`src/rtl/divider.sv`:
```
`default_nettype none
// ============================================================================
// Module   : divider
// Purpose  : Iterative 32-bit restoring divider, signed (DIV) or unsigned
//            (DIVU). One quotient bit per clock, MSB first, 32 steps. The
//            result is packed for direct loading into HiLo.
// Ports    : clk      - rising-edge clock
//            reset    - asynchronous active-low reset
//            dataA    - dividend, sampled on the accept edge only
//            dataB    - divisor, sampled on the accept edge only
//            Signal   - op code; DIVU / DIV start a divide, others are no-ops
//            dataOut  - {remainder[63:32], quotient[31:0]}
//            busy     - high while the 32 iteration steps are running
//            done     - one-cycle pulse when dataOut holds a new result
//            divzero  - accepted divisor was zero; held until next accept
// Revision : 1.0  initial release
// ============================================================================
module divider #(
  parameter logic [5:0] DIVU = 6'b011011,
  parameter logic [5:0] DIV  = 6'b011010
) (
  input  logic        clk,
  input  logic        reset,
  input  logic [31:0] dataA,
  input  logic [31:0] dataB,
  input  logic [5:0]  Signal,
  output logic [63:0] dataOut,
  output logic        busy,
  output logic        done,
  output logic        divzero
);

  typedef enum logic [1:0] {
    IDLE   = 2'd0,
    RUN    = 2'd1,
    FINISH = 2'd2
  } state_t;

  // Counter value during the 32nd (final) iteration step.
  localparam logic [5:0] c_last_step = 6'd31;

  state_t      r_state;
  state_t      w_next;

  logic [5:0]  r_count;
  logic [31:0] r_dvd;      // dividend magnitude; quotient bits shift in at LSB
  logic [31:0] r_dsr;      // divisor magnitude
  logic [31:0] r_rem;      // partial remainder
  logic        r_neg_q;    // negate quotient at the end
  logic        r_neg_r;    // negate remainder at the end
  logic        r_dz_pend;  // divisor was zero, reported at completion
  logic        r_dz;
  logic [63:0] r_out;

  logic        w_start;
  logic        w_accept;
  logic        w_last;
  logic        w_signed;
  logic        w_a_neg;
  logic        w_b_neg;
  logic [31:0] w_a_mag;
  logic [31:0] w_b_mag;
  logic [32:0] w_shift;
  logic [32:0] w_diff;
  logic        w_ge;
  logic [31:0] w_rem_nxt;
  logic [31:0] w_q_nxt;
  logic [31:0] w_q_fix;
  logic [31:0] w_r_fix;

  // --------------------------------------------------------------------------
  // Operand conditioning at accept time
  // --------------------------------------------------------------------------
  assign w_start  = (Signal == DIVU) || (Signal == DIV);
  assign w_accept = (r_state == IDLE) && w_start;
  assign w_signed = (Signal == DIV);
  assign w_a_neg  = w_signed & dataA[31];
  assign w_b_neg  = w_signed & dataB[31];
  // 0x80000000 negates to itself, which is its correct unsigned magnitude.
  assign w_a_mag  = w_a_neg ? (32'd0 - dataA) : dataA;
  assign w_b_mag  = w_b_neg ? (32'd0 - dataB) : dataB;

  // --------------------------------------------------------------------------
  // One restoring step. The remainder is always below the divisor (or, for a
  // zero divisor, a prefix of the dividend), so the shifted value fits in 33
  // bits and bit 32 of the difference is a reliable borrow flag.
  // --------------------------------------------------------------------------
  assign w_shift   = {r_rem, r_dvd[31]};
  assign w_diff    = w_shift - {1'b0, r_dsr};
  assign w_ge      = ~w_diff[32];
  assign w_rem_nxt = w_ge ? w_diff[31:0] : w_shift[31:0];
  assign w_q_nxt   = {r_dvd[30:0], w_ge};

  // Sign correction applied to the values produced by the final step.
  assign w_q_fix   = r_neg_q ? (32'd0 - w_q_nxt)   : w_q_nxt;
  assign w_r_fix   = r_neg_r ? (32'd0 - w_rem_nxt) : w_rem_nxt;

  assign w_last    = (r_state == RUN) && (r_count == c_last_step);

  // --------------------------------------------------------------------------
  // State register
  // --------------------------------------------------------------------------
  always_ff @(posedge clk or negedge reset) begin
    if (!reset) begin
      r_state <= IDLE;
    end else begin
      r_state <= w_next;
    end
  end

  // --------------------------------------------------------------------------
  // Next-state logic. FINISH always falls back to IDLE, so with Signal held
  // a new divide is taken on the following edge, giving a 34-cycle cadence.
  // --------------------------------------------------------------------------
  always_comb begin
    w_next = r_state;
    case (r_state)
      IDLE:    if (w_start) w_next = RUN;
      RUN:     if (r_count == c_last_step) w_next = FINISH;
      FINISH:  w_next = IDLE;
      default: w_next = IDLE;
    endcase
  end

  // --------------------------------------------------------------------------
  // Datapath
  // --------------------------------------------------------------------------
  always_ff @(posedge clk or negedge reset) begin
    if (!reset) begin
      r_count   <= 6'd0;
      r_dvd     <= 32'd0;
      r_dsr     <= 32'd0;
      r_rem     <= 32'd0;
      r_neg_q   <= 1'b0;
      r_neg_r   <= 1'b0;
      r_dz_pend <= 1'b0;
      r_dz      <= 1'b0;
      r_out     <= 64'd0;
    end else if (w_accept) begin
      r_count   <= 6'd0;
      r_dvd     <= w_a_mag;
      r_dsr     <= w_b_mag;
      r_rem     <= 32'd0;
      // Quotient is negative when signs differ; remainder follows dividend.
      r_neg_q   <= w_a_neg ^ w_b_neg;
      r_neg_r   <= w_a_neg;
      r_dz_pend <= (dataB == 32'd0);
      r_dz      <= 1'b0;
    end else if (r_state == RUN) begin
      r_count <= r_count + 6'd1;
      r_rem   <= w_rem_nxt;
      r_dvd   <= w_q_nxt;
      if (w_last) begin
        r_out <= {w_r_fix, w_q_fix};
        r_dz  <= r_dz_pend;
      end
    end
  end

  assign dataOut = r_out;
  assign busy    = (r_state == RUN);
  assign done    = (r_state == FINISH);
  assign divzero = r_dz;

endmodule
`default_nettype wire

```
`config.mk`:
```
export PLATFORM = sky130hd
export DESIGN_NAME = divider
export DESIGN_NICKNAME = d
export VERILOG_FILES = /design/src/rtl/divider.sv
export SDC_FILE = /design/constraint.sdc
export NUM_CORES = 1
export LEC_CHECK = 0
export CORE_MARGIN = 2
export CORE_UTILIZATION = 23
export DETAILED_ROUTE_END_ITERATION = 10
export PLACE_DENSITY = 0.39
export SYNTH_ARGS = -nofsm -noshare
export SYNTH_HDL_FRONTEND = slang
export SYNTH_SLANG_ARGS = --single-unit
export TNS_END_PERCENT = 5
```
`constraint.sdc`:
```
create_clock -name clk -period 10 [get_ports clk]
set_input_delay 3 -clock clk [delete_from_list [all_inputs] [get_ports clk]]
set_output_delay 3 -clock clk [all_outputs]
set_load 0.005 [all_outputs]
```
**After elaboration in Yosys (flattened, before gate mapping)**

Index checks and enable logic that the tools add are counted.
Widths: inputs -> output; s select.

- Bits in registers: 172
- Logic and storage cells: 55
- Input port bits: 72

- Add/subtract/negate cells: 6
- Reductions and logical operators: 10
- Equal/unequal tests: 7
- Mux-type cells: 17
- Bitwise logic cells: 5

Operators with widths:

| cell | count |
|---|---|
| $mux 32 | 9 |
| $sub 1x32->32 const A | 4 |
| $sub 33x32->33 | 1 |
| $logic_not 32->1 | 1 |
| $eq 6x5->1 const B | 3 |
| $mux 6 | 2 |
| $add 6x1->6 const B | 1 |
| $mux 2 | 2 |
| $pmux 2 s2 | 1 |
| $reduce_and 2->1 | 2 |
| $reduce_bool 2->1 | 2 |
| $mux 1 | 3 |
| $reduce_and 3->1 | 1 |
| $and 1x1->1 | 2 |
| $eq 2x1->1 const B | 1 |
| $eq 2x2->1 const B | 1 |
| $logic_and 1x1->1 | 2 |
| $logic_not 2->1 | 1 |
| $ne 2x1->1 const B | 1 |
| $ne 2x2->1 const B | 1 |
| $not 1->1 | 2 |
| $logic_or 1x1->1 | 1 |
| $xor 1x1->1 | 1 |

**Depth between registers and ports, before layout**

Gate-level depths: netlist (run 1).

- Word-level depth: 5
- Gate-level depth with buffers: 23
- Depth with buffers taken out: 21

**Least setup slack after synthesis (run 1)**

No wires, ideal clock.

- Kind: input -> register
- From: input dataA[16]
- To: register r_dvd[29]
- Stages on the path: 10
- Required time: 9.867 ns
- Slack: 4.707 ns
- Data arrival time: 5.160 ns
- Path buffers: 0
- Setup time: 0.133 ns
- Path through: or3_1 or3_1 nor4_1 nor2b_1 nor2b_1 nor3b_1 nand2_1 o31ai_1 xor2_1 o21ai_0

- Word-level cells in the longest chain between the ends: 3

RTL lines:

| item | RTL line | text |
|---|---|---|
| start: declaration | 24 | `input logic [31:0] dataA,` |
| $sub 1x32->32 | 80 | `assign w_a_mag = w_a_neg ? (32'd0 - dataA) : dataA;` |
| $mux 32 | 80 |  |
| $mux 32 | 139 | `end else if (w_accept) begin` |
| end signal: assignment | 141 | `r_dvd <= w_a_mag;` |
| end signal: assignment | 152 | `r_dvd <= w_q_nxt;` |
| end: declaration | 46 | `logic [31:0] r_dvd;` |

No other way between the ends.
A chain may end at the register's enable or synchronous reset.

**Worst setup path in the final report (run 1)**

Ends and elaborated chain as after synthesis.

==> results of run 1 <==
## synth_stat cells, types with 8 or more instances
cell type | n | area share (%)
nand2_1 | 202 | 6.5
nand4_1 | 8 | 0.43
a31oi_1 | 12 | 0.64
a211oi_1 | 10 | 0.64
nor3_1 | 26 | 1.1
xor2_1 | 84 | 6.3
a22oi_1 | 31 | 2.0
or3_1 | 30 | 1.6
o31ai_1 | 24 | 1.5
o21ai_1 | 12 | 0.51
o41ai_1 | 14 | 1.0
inv_1 | 49 | 1.6
nor4_1 | 20 | 1.1
ha_1 | 37 | 3.9
a21oi_1 | 74 | 3.2
mux2i_1 | 17 | 1.4
and2_1 | 13 | 0.69
clkbuf_1 | 59 | 1.9
o21ai_0 | 206 | 8.8
nor2_1 | 57 | 1.8
nand3_1 | 56 | 2.4
xnor2_1 | 53 | 4.0
dfrtp_1 | 172 | 37
a21o_1 | 10 | 0.64
or4_1 | 10 | 0.64
nand2b_1 | 11 | 0.59
## worst max path at each step
stage,start,slack [ns],to,cells after the start
finish,dataA[16],4.18,r_dvd[29],11
global route,r_rem[16],3.69,dataOut[60],19
CTS,r_rem[16],4.17,dataOut[60],19
detailed placement,dataA[16],3.71,r_dvd[29],11
global placement,dataA[16],3.74,r_dvd[29],11
floorplan,dataA[16],4.71,r_dvd[29],10
## registers in the layout, summed over array words and instances (netlist names), 2 cells and up
signal,count
r_state,2
r_dvd,32
dataOut,64
r_rem,32
r_dsr,32
r_count,6
## final cells by class
| type | instances | area, um^2 |
|---|---|---|
| fill | 5440 | 35900 |
| multi-input combinational | 1123 | 6990 |
| sequential | 172 | 4300 |
| timing repair buffer | 149 | 1470 |
| tap | 672 | 841 |
| clock buffer | 18 | 429 |
| clock inverter | 14 | 188 |
| inverter | 50 | 188 |
| antenna | 1 | 2.50 |
## power by group
group	total [mW]	switching, mW	internal [mW]
sequential	1.28	0.321	0.962
clock	0.724	0.324	0.401
combinational	2.70	1.59	1.11
total	4.71	2.23	2.47
## per-layer routing
| layer | vias up | track usage [%] | wire [um] |
|---|---|---|---|
| li1 | 5305 | - | - |
| met1 | 4989 | 23.6 | 21400 |
| met2 | 194 | 21.4 | 16300 |
| met3 | 33 | 2.72 | 1550 |
| met4 | 4 | 3.71 | 587 |
| met5 | - | 0 | 23 |
## kinds of logic (layout without fill, tap and decap cells)
group	after synthesis	after routing	share of synthesized area, %
buf+inv	122	231	4.05
flops	172	172	36.6
fa+ha+maj	38	38	4.11
simple gates	471	471	19.3
xor+xnor	137	137	10.2
mux	24	24	2.12
compound gates	453	453	23.6
other cells	0	1	0
## worst min-delay path, cell delays in order, from the launching register on
cell and delay, ns:
dfrtp_1 0.34, nand2_1 0.05, o21ai_0 0.06
==> Implementation_results.wiki, run 1 <==
{| class="wikitable"
! Metric !! Value
|-
| WL final || around 40 mm
|-
| Total of warnings raised by yosys || 0
|-
| Cells after synthesis || ~1,400
|-
| EDFF count, synth || 0
|-
| Via density || 4.79
|-
| Data required time at the worst endpoint || slightly above 10 ns
|-
| Via count of the first global-routing pass || about 10,000
|-
| Fin Hold WS || roughly 0.48 ns
|-
| Clock buffers created by TritonCTS || 17
|-
| Starting density of the core || 23.4%
|-
| Largest net degree at the start of global routing || roughly 120
|-
| Buffering stage count on the worst path with inverters included || 1
|-
| Highest clock rate || roughly 170 MHz
|-
| Worst hold stages || 2
|-
| Length of the first detailed-routing pass in iterations || 5
|-
| Top library cells by usage in the layout, fill and taps aside || o21ai_0, nand2_1, dfrtp_1
|-
| Post-CTS clock slew at the launch and capture registers of the worst setup and hold paths || roughly 0.07 ns
|-
| Count of endpoints failing hold in the final timing report || 0
|-
| Mapped Area || ~0.012 mm^2
|-
| Status || complete, no violations
|-
| Post-CTS sizing || 0
|-
| Clock tree buffer depth || 2
|-
| Maximum Capacitance Violations || 0
|-
| Most used flip-flop cell after synthesis || dfrtp_1
|-
| Remaining number of nets flagged by the antenna check after routing || 0
|-
| Cell with the biggest individual delay on the critical path || nor4_1
|-
| P per Cell Area || 327 mW/mm^2
|-
| Clock tree from TritonCTS || built
|-
| I/O Pins || between 100 and 150
|-
| Slew @ Worst Pin || 1.18 ns
|-
| Capture instance of the worst register-to-register path || dataOut[60]
|-
| Min setup slack post-route || 4.18 ns
|-
| CTS root buffer || clkbuf_16
|-
| Type of the most critical hold path || flip-flop to flip-flop
|-
| Number of levels in the clock H-tree || 4
|-
| Core Region || just over 0.05 mm^2
|-
| Startpoint-to-endpoint class of the critical path || primary input to flip-flop
|-
| Residual DRC count || 0
|-
| Worst Reg-to-Reg Cells || 19
|-
| Type of element launching the critical path || primary input
|-
| Number of rows in the core area || 82
|-
| Wire length of the first global-routing pass || about 63 mm
|-
| GRT overflow || 0
|-
| Final standard cell count with taps included and fillers excluded || about 2,200
|-
| Sequential share of the synthesized area || a little over a third
|-
| Count of input and output buffers || 138
|-
| RSZ-0062 raised after global routing || false
|-
| Clock sink count || about 170
|-
| Number of synthesized register bits || 172
|-
| Leakage || 5.68 nW
|-
| Endpoints failing setup || 0
|-
| Placement-stage cell area || 0.0138 mm^2
|-
| Cell Count Post-Placement || between 2,000 and 2,500
|-
| All-Layer GR Usage || 15.2%
|-
| Crit Path Max Fanout || 4
|-
| Total negative slack || 0 ns
|-
| Last weighted congestion value of the routability-driven placer || just over 0.8
|-
| Number of buffers inserted for hold repair after clock tree synthesis || 0
|-
| Finished layout cell area || between 0.01 and 0.015 mm^2
|-
| Post-detailed-route wirelength per cell || 18.1 um
|-
| Detailed router's first-iteration violation count || between 600 and 700
|-
| Largest stage delay on the critical path || between 0.4 and 0.5 ns
|-
| Number of antenna violations at the first check in global routing || 3
|-
| Detailed placer's ending HPWL || slightly above 30 mm
|-
| Type of destination of the critical path || flip-flop
|-
| Final #Nets || roughly 1,600
|-
| Cell-by-cell trace of the critical path || clkdlybuf4s50_1 > or3_1 > or3_1 > nor4_1 > nor2b_1 > nor2b_1 > nor3b_1 > nand2_1 > o31ai_1 > xor2_1 > o21ai_0
|-
| Count of vias placed by the detailed router || about 11,000
|-
| Total nets after synthesis || around 1,500
|-
| Worst slack at placement || around 3.7 ns
|-
| Worst-skew pair later-pin latency || 0.45 ns
|-
| Post-layout utilization of the core || roughly 29%
|-
| Tot Pwr || 4.71 mW
|-
| Die width || between 200 and 250 um
|-
| Max-slew headroom || 21.5%
|-
| End point of the most critical hold path || dataOut[13]
|-
| Post-CTS repair timing setup buffer count || 0
|-
| Avg Inst Size Synth || about 8.3 um^2
|-
| Period utilization || ~58%
|-
| Critical register-to-register path startpoint || r_rem[16]
|-
| Max rail drop VDD || 146 uV
|-
| Synth-to-Final Area Change || 22.6%
|-
| Total Die Area || 0.0529 mm^2
|-
| Tmin final || 5.82 ns
|-
| Die H || 230 um
|-
| Post-synth ARST share || 100%
|-
| Fin. max-slew vios || 0
|-
| Min-delay src || dataOut[13]
|-
| Delay-heaviest family, CP || simple AND/OR/NAND/NOR gates
|-
| Most common library cell in the layout ignoring fill and taps || o21ai_0
|-
| Number of unique standard cell types used by synthesis || just over 80
|-
| Share of layout cells above drive strength 1 || under 10%
|-
| Arrival time reported for the critical path endpoint || 6.15 ns
|-
| Largest clock skew in the final design || 0.0130 ns
|-
| Worst reg2reg setup slack || roughly 4.2 ns
|}
No activity file was read; power rests on OpenSTA's default activity.
==> run 2, diff against run 1 <==
--- a/config.mk
+++ b/config.mk
@@ -8,7 +8,7 @@
 export CORE_MARGIN = 2
 export CORE_UTILIZATION = 23
 export DETAILED_ROUTE_END_ITERATION = 10
-export PLACE_DENSITY = 0.39
+export PLACE_DENSITY = 0.4
 export SYNTH_ARGS = -nofsm -noshare
 export SYNTH_HDL_FRONTEND = slang
 export SYNTH_SLANG_ARGS = --single-unit
==> constraint.sdc (replaced) <==
create_clock -name clk -period 5.2 [get_ports clk]
set_input_delay 1.56 -clock clk [delete_from_list [all_inputs] [get_ports clk]]
set_output_delay 1.56 -clock clk [all_outputs]
set_load 0.005 [all_outputs]
==> run 2 against run 1 <==
  * Global-route usage grew 0.44 points
  * Register-to-register slack lost 3.8 ns
  * Die area is the same
  * Cell count grew 0.82%
  * Worst setup slack lost 3.8 ns
  * Sequential power grew 91%
  * Count of clock-buffer cells in the layout grew 3
  * Hold slack gained 0.00077 ns
  * Clock power grew 82%
  * Clock skew shrank 0.0013 ns
  * Non-clock buffer count grew 19
  * Critical endpoint is now dataOut[60]
  * Highest routed layer is now met4
==> Implementation_results.wiki, run 2 (synthesis results as in run 1) <==
{| class="wikitable"
! Metric !! Value
|-
| Count of vias placed by the detailed router || between 10,000 and 15,000
|-
| Area occupied by multi-input gates || 0.00709 mm^2
|-
| Via count of the first global-routing pass || 10,300
|-
| GRT overflow || 0
|-
| Type of destination of the critical path || flip-flop
|-
| Largest net degree at the start of global routing || 93
|-
| Detailed placer's ending HPWL || 31.8 mm
|-
| Met3 GRT Util || about 2.1%
|-
| Core Region || 0.0503 mm^2
|-
| Residual DRC count || 0
|-
| Share of layout cells above drive strength 1 || 6.80%
|-
| Clock tree buffer depth || 2
|-
| Antenna diode count || 0
|-
| Net switching power of the design || 4.50 mW
|-
| Period utilization || 93.3%
|-
| Die width || 230 um
|-
| Fin Hold WS || about 0.48 ns
|-
| Type of the most critical hold path || flip-flop to flip-flop
|-
| Number of buffers inserted for hold repair after clock tree synthesis || 0
|-
| Wire length of the first global-routing pass || about 64 mm
|-
| Number of antenna violations at the first check in global routing || 0
|-
| Internal Dissipation || around 4.8 mW
|-
| Final #Nets || roughly 1,600
|-
| Slew @ Worst Pin || between 1 and 1.5 ns
|-
| Combinational Power Share || about 60%
|-
| Total Die Area || between 0.05 and 0.06 mm^2
|-
| Tmin final || between 4 and 5 ns
|-
| Status || complete, no violations
|-
| Post-CTS clock slew at the launch and capture registers of the worst setup and hold paths || about 0.08 ns
|-
| Most common library cell in the layout ignoring fill and taps || o21ai_0
|-
| Leakage || 5.75 nW
|-
| Maximum Capacitance Violations || 0
|-
| Arrival time reported for the critical path endpoint || between 5 and 6 ns
|-
| I/O Pins || 139
|-
| Finished layout cell area || between 0.01 and 0.015 mm^2
|-
| Type of element launching the critical path || flip-flop
|-
| Worst slack at placement || roughly 0.12 ns
|-
| GR met2 Demand/Resource || 22.2%
|-
| M1 GR Usage || between 20% and 30%
|-
| Min setup slack post-route || around 0.35 ns
|-
| Length of the first detailed-routing pass in iterations || 7
|-
| Worst reg2reg setup slack || 0.35 ns
|-
| Largest register FFs || 64
|-
| Clock power share || about 14%
|-
| Starting density of the core || around a quarter
|-
| Count of endpoints failing hold in the final timing report || 0
|-
| Last weighted congestion value of the routability-driven placer || roughly 0.84
|-
| Number of rows in the core area || a little over 80
|-
| Count of input and output buffers || around 140
|-
| Endpoints failing setup || 0
|-
| Post-detailed-route wirelength per cell || approximately 19 um
|-
| Worst-skew pair later-pin latency || roughly 0.46 ns
|-
| Remaining number of nets flagged by the antenna check after routing || 0
|-
| Highest clock rate || between 200 and 250 MHz
|-
| Placement-stage cell area || about 0.014 mm^2
|-
| CTS root buffer || clkbuf_16
|-
| Busiest grt layer || met1
|-
| Area of all sequential standard cells || around 0.0043 mm^2
|-
| Number of levels in the clock H-tree || 4
|-
| Clock buffers created by TritonCTS || 17
|-
| Startpoint-to-endpoint class of the critical path || flip-flop to flip-flop
|-
| Clock tree from TritonCTS || built
|-
| P per Cell Area || 638 mW/mm^2
|-
| Die H || around 230 um
|-
| Max rail drop VDD || between 300 and 400 uV
|-
| Switching power as a share of total power || approximately half
|-
| Clock sink count || roughly 170
|-
| Via density || 4.81
|-
| Data required time at the worst endpoint || about 5.5 ns
|-
| Detailed router's first-iteration violation count || between 900 and 1,000
|-
| Fin. max-slew vios || 0
|-
| Crit Path Max Fanout || 8
|-
| Largest clock skew in the final design || 0.0117 ns
|-
| All-Layer GR Usage || between 15 and 20%
|-
| WL final || between 40 and 50 mm
|-
| Synth-to-Final Area Change || 24.4%
|-
| Max-slew headroom || between 20 and 30%
|-
| Register share of total power || between 20% and 30%
|-
| # fillers || between 5,000 and 6,000
|-
| Top library cells by usage in the layout, fill and taps aside || o21ai_0, nand2_1, dfrtp_1
|}
-- run 2: cell count changes in the layout (fill, tap and decap cells not counted), sizes merged --
cell	delta
buf	+19
clkinvlp	+4
diode	-1
inv	-2
clkbuf	+3
clkinv	-3
bufinv	-2
-- run 2: timing repair --
| action | in CTS | in global routing |
|---|---|---|
| setup buffers | 0 | 1 |
| setup endpoints to repair | 0 | 7 |
| gates resized for setup | 0 | 16 |
-- run 2: power by group through the flow --
stage	sequential [mW]	combinational, mW	clock, mW
2_1_floorplan	2.27	3.43	0
3_3_place_gp	2.44	5.48	0
3_5_place_dp	2.46	5.44	0
4_1_cts	2.44	5.46	1.36
5_1_grt	2.54	6.12	1.40
6_report	2.45	5.55	1.32
-- run 2: metal layers --
layer | vias to the layer above | routed length [um]
met2 | 232 | 17100
li1 | 5343 | -
met4 | 0 | 503
met3 | 24 | 1650
met5 | - | 0
met1 | 5070 | 22100
-- run 2: final timing paths --
path / start / end / cells past startpoint
max in group asynchronous: reset / r_dvd[0] / 2
min in group asynchronous: reset / r_dsr[3] / 1
worst min register to register: dataOut[0] / dataOut[0] / 2
worst max-delay path: r_rem[16] / dataOut[60] / 19
worst max register to register: r_rem[16] / dataOut[60] / 19
worst min-delay path: dataOut[0] / dataOut[0] / 2
-- run 2: layout make-up --
type	count	area share, %
Timing Repair Buffer	168	11.1
Sequential cell	172	29.5
Inverter	50	1.28
Clock buffer	21	3.15
Clock inverter	11	0.762
Multi-Input combinational cell	1123	48.5
Tap cell	672	5.75
-- run 2: through the flow --
step / utilization [%] / std cells / power (mW) / TNS [ns]
2_1_floorplan: - / 1417 / 5.70 / 0
3_3_place_gp: 27.7 / 2184 / 7.92 / 0
3_5_place_dp: 27.7 / 2184 / 7.90 / 0
4_1_cts: 28.9 / 2216 / 9.25 / 0
5_1_grt: 29.1 / 2217 / 10.1 / -0.0350
6_report: 29.1 / 2217 / 9.32 / 0
-- run 2: critical path: stages, from the launching register on --
cell,delay (ns)
dfrtp_1,0.47
ha_4,0.35
and2_1,0.20
nand3_1,0.15
or4b_1,0.58
a21oi_4,0.21
o21a_4,0.20
nor2_4,0.05
inv_1,0.16
nor2_1,0.06
a21oi_1,0.22
ha_2,0.26
and2_1,0.13
o2111ai_1,0.20
a211oi_2,0.34
a41oi_2,0.21
a2111o_1,0.43
o31ai_1,0.25
xnor2_1,0.15
o21ai_1,0.07
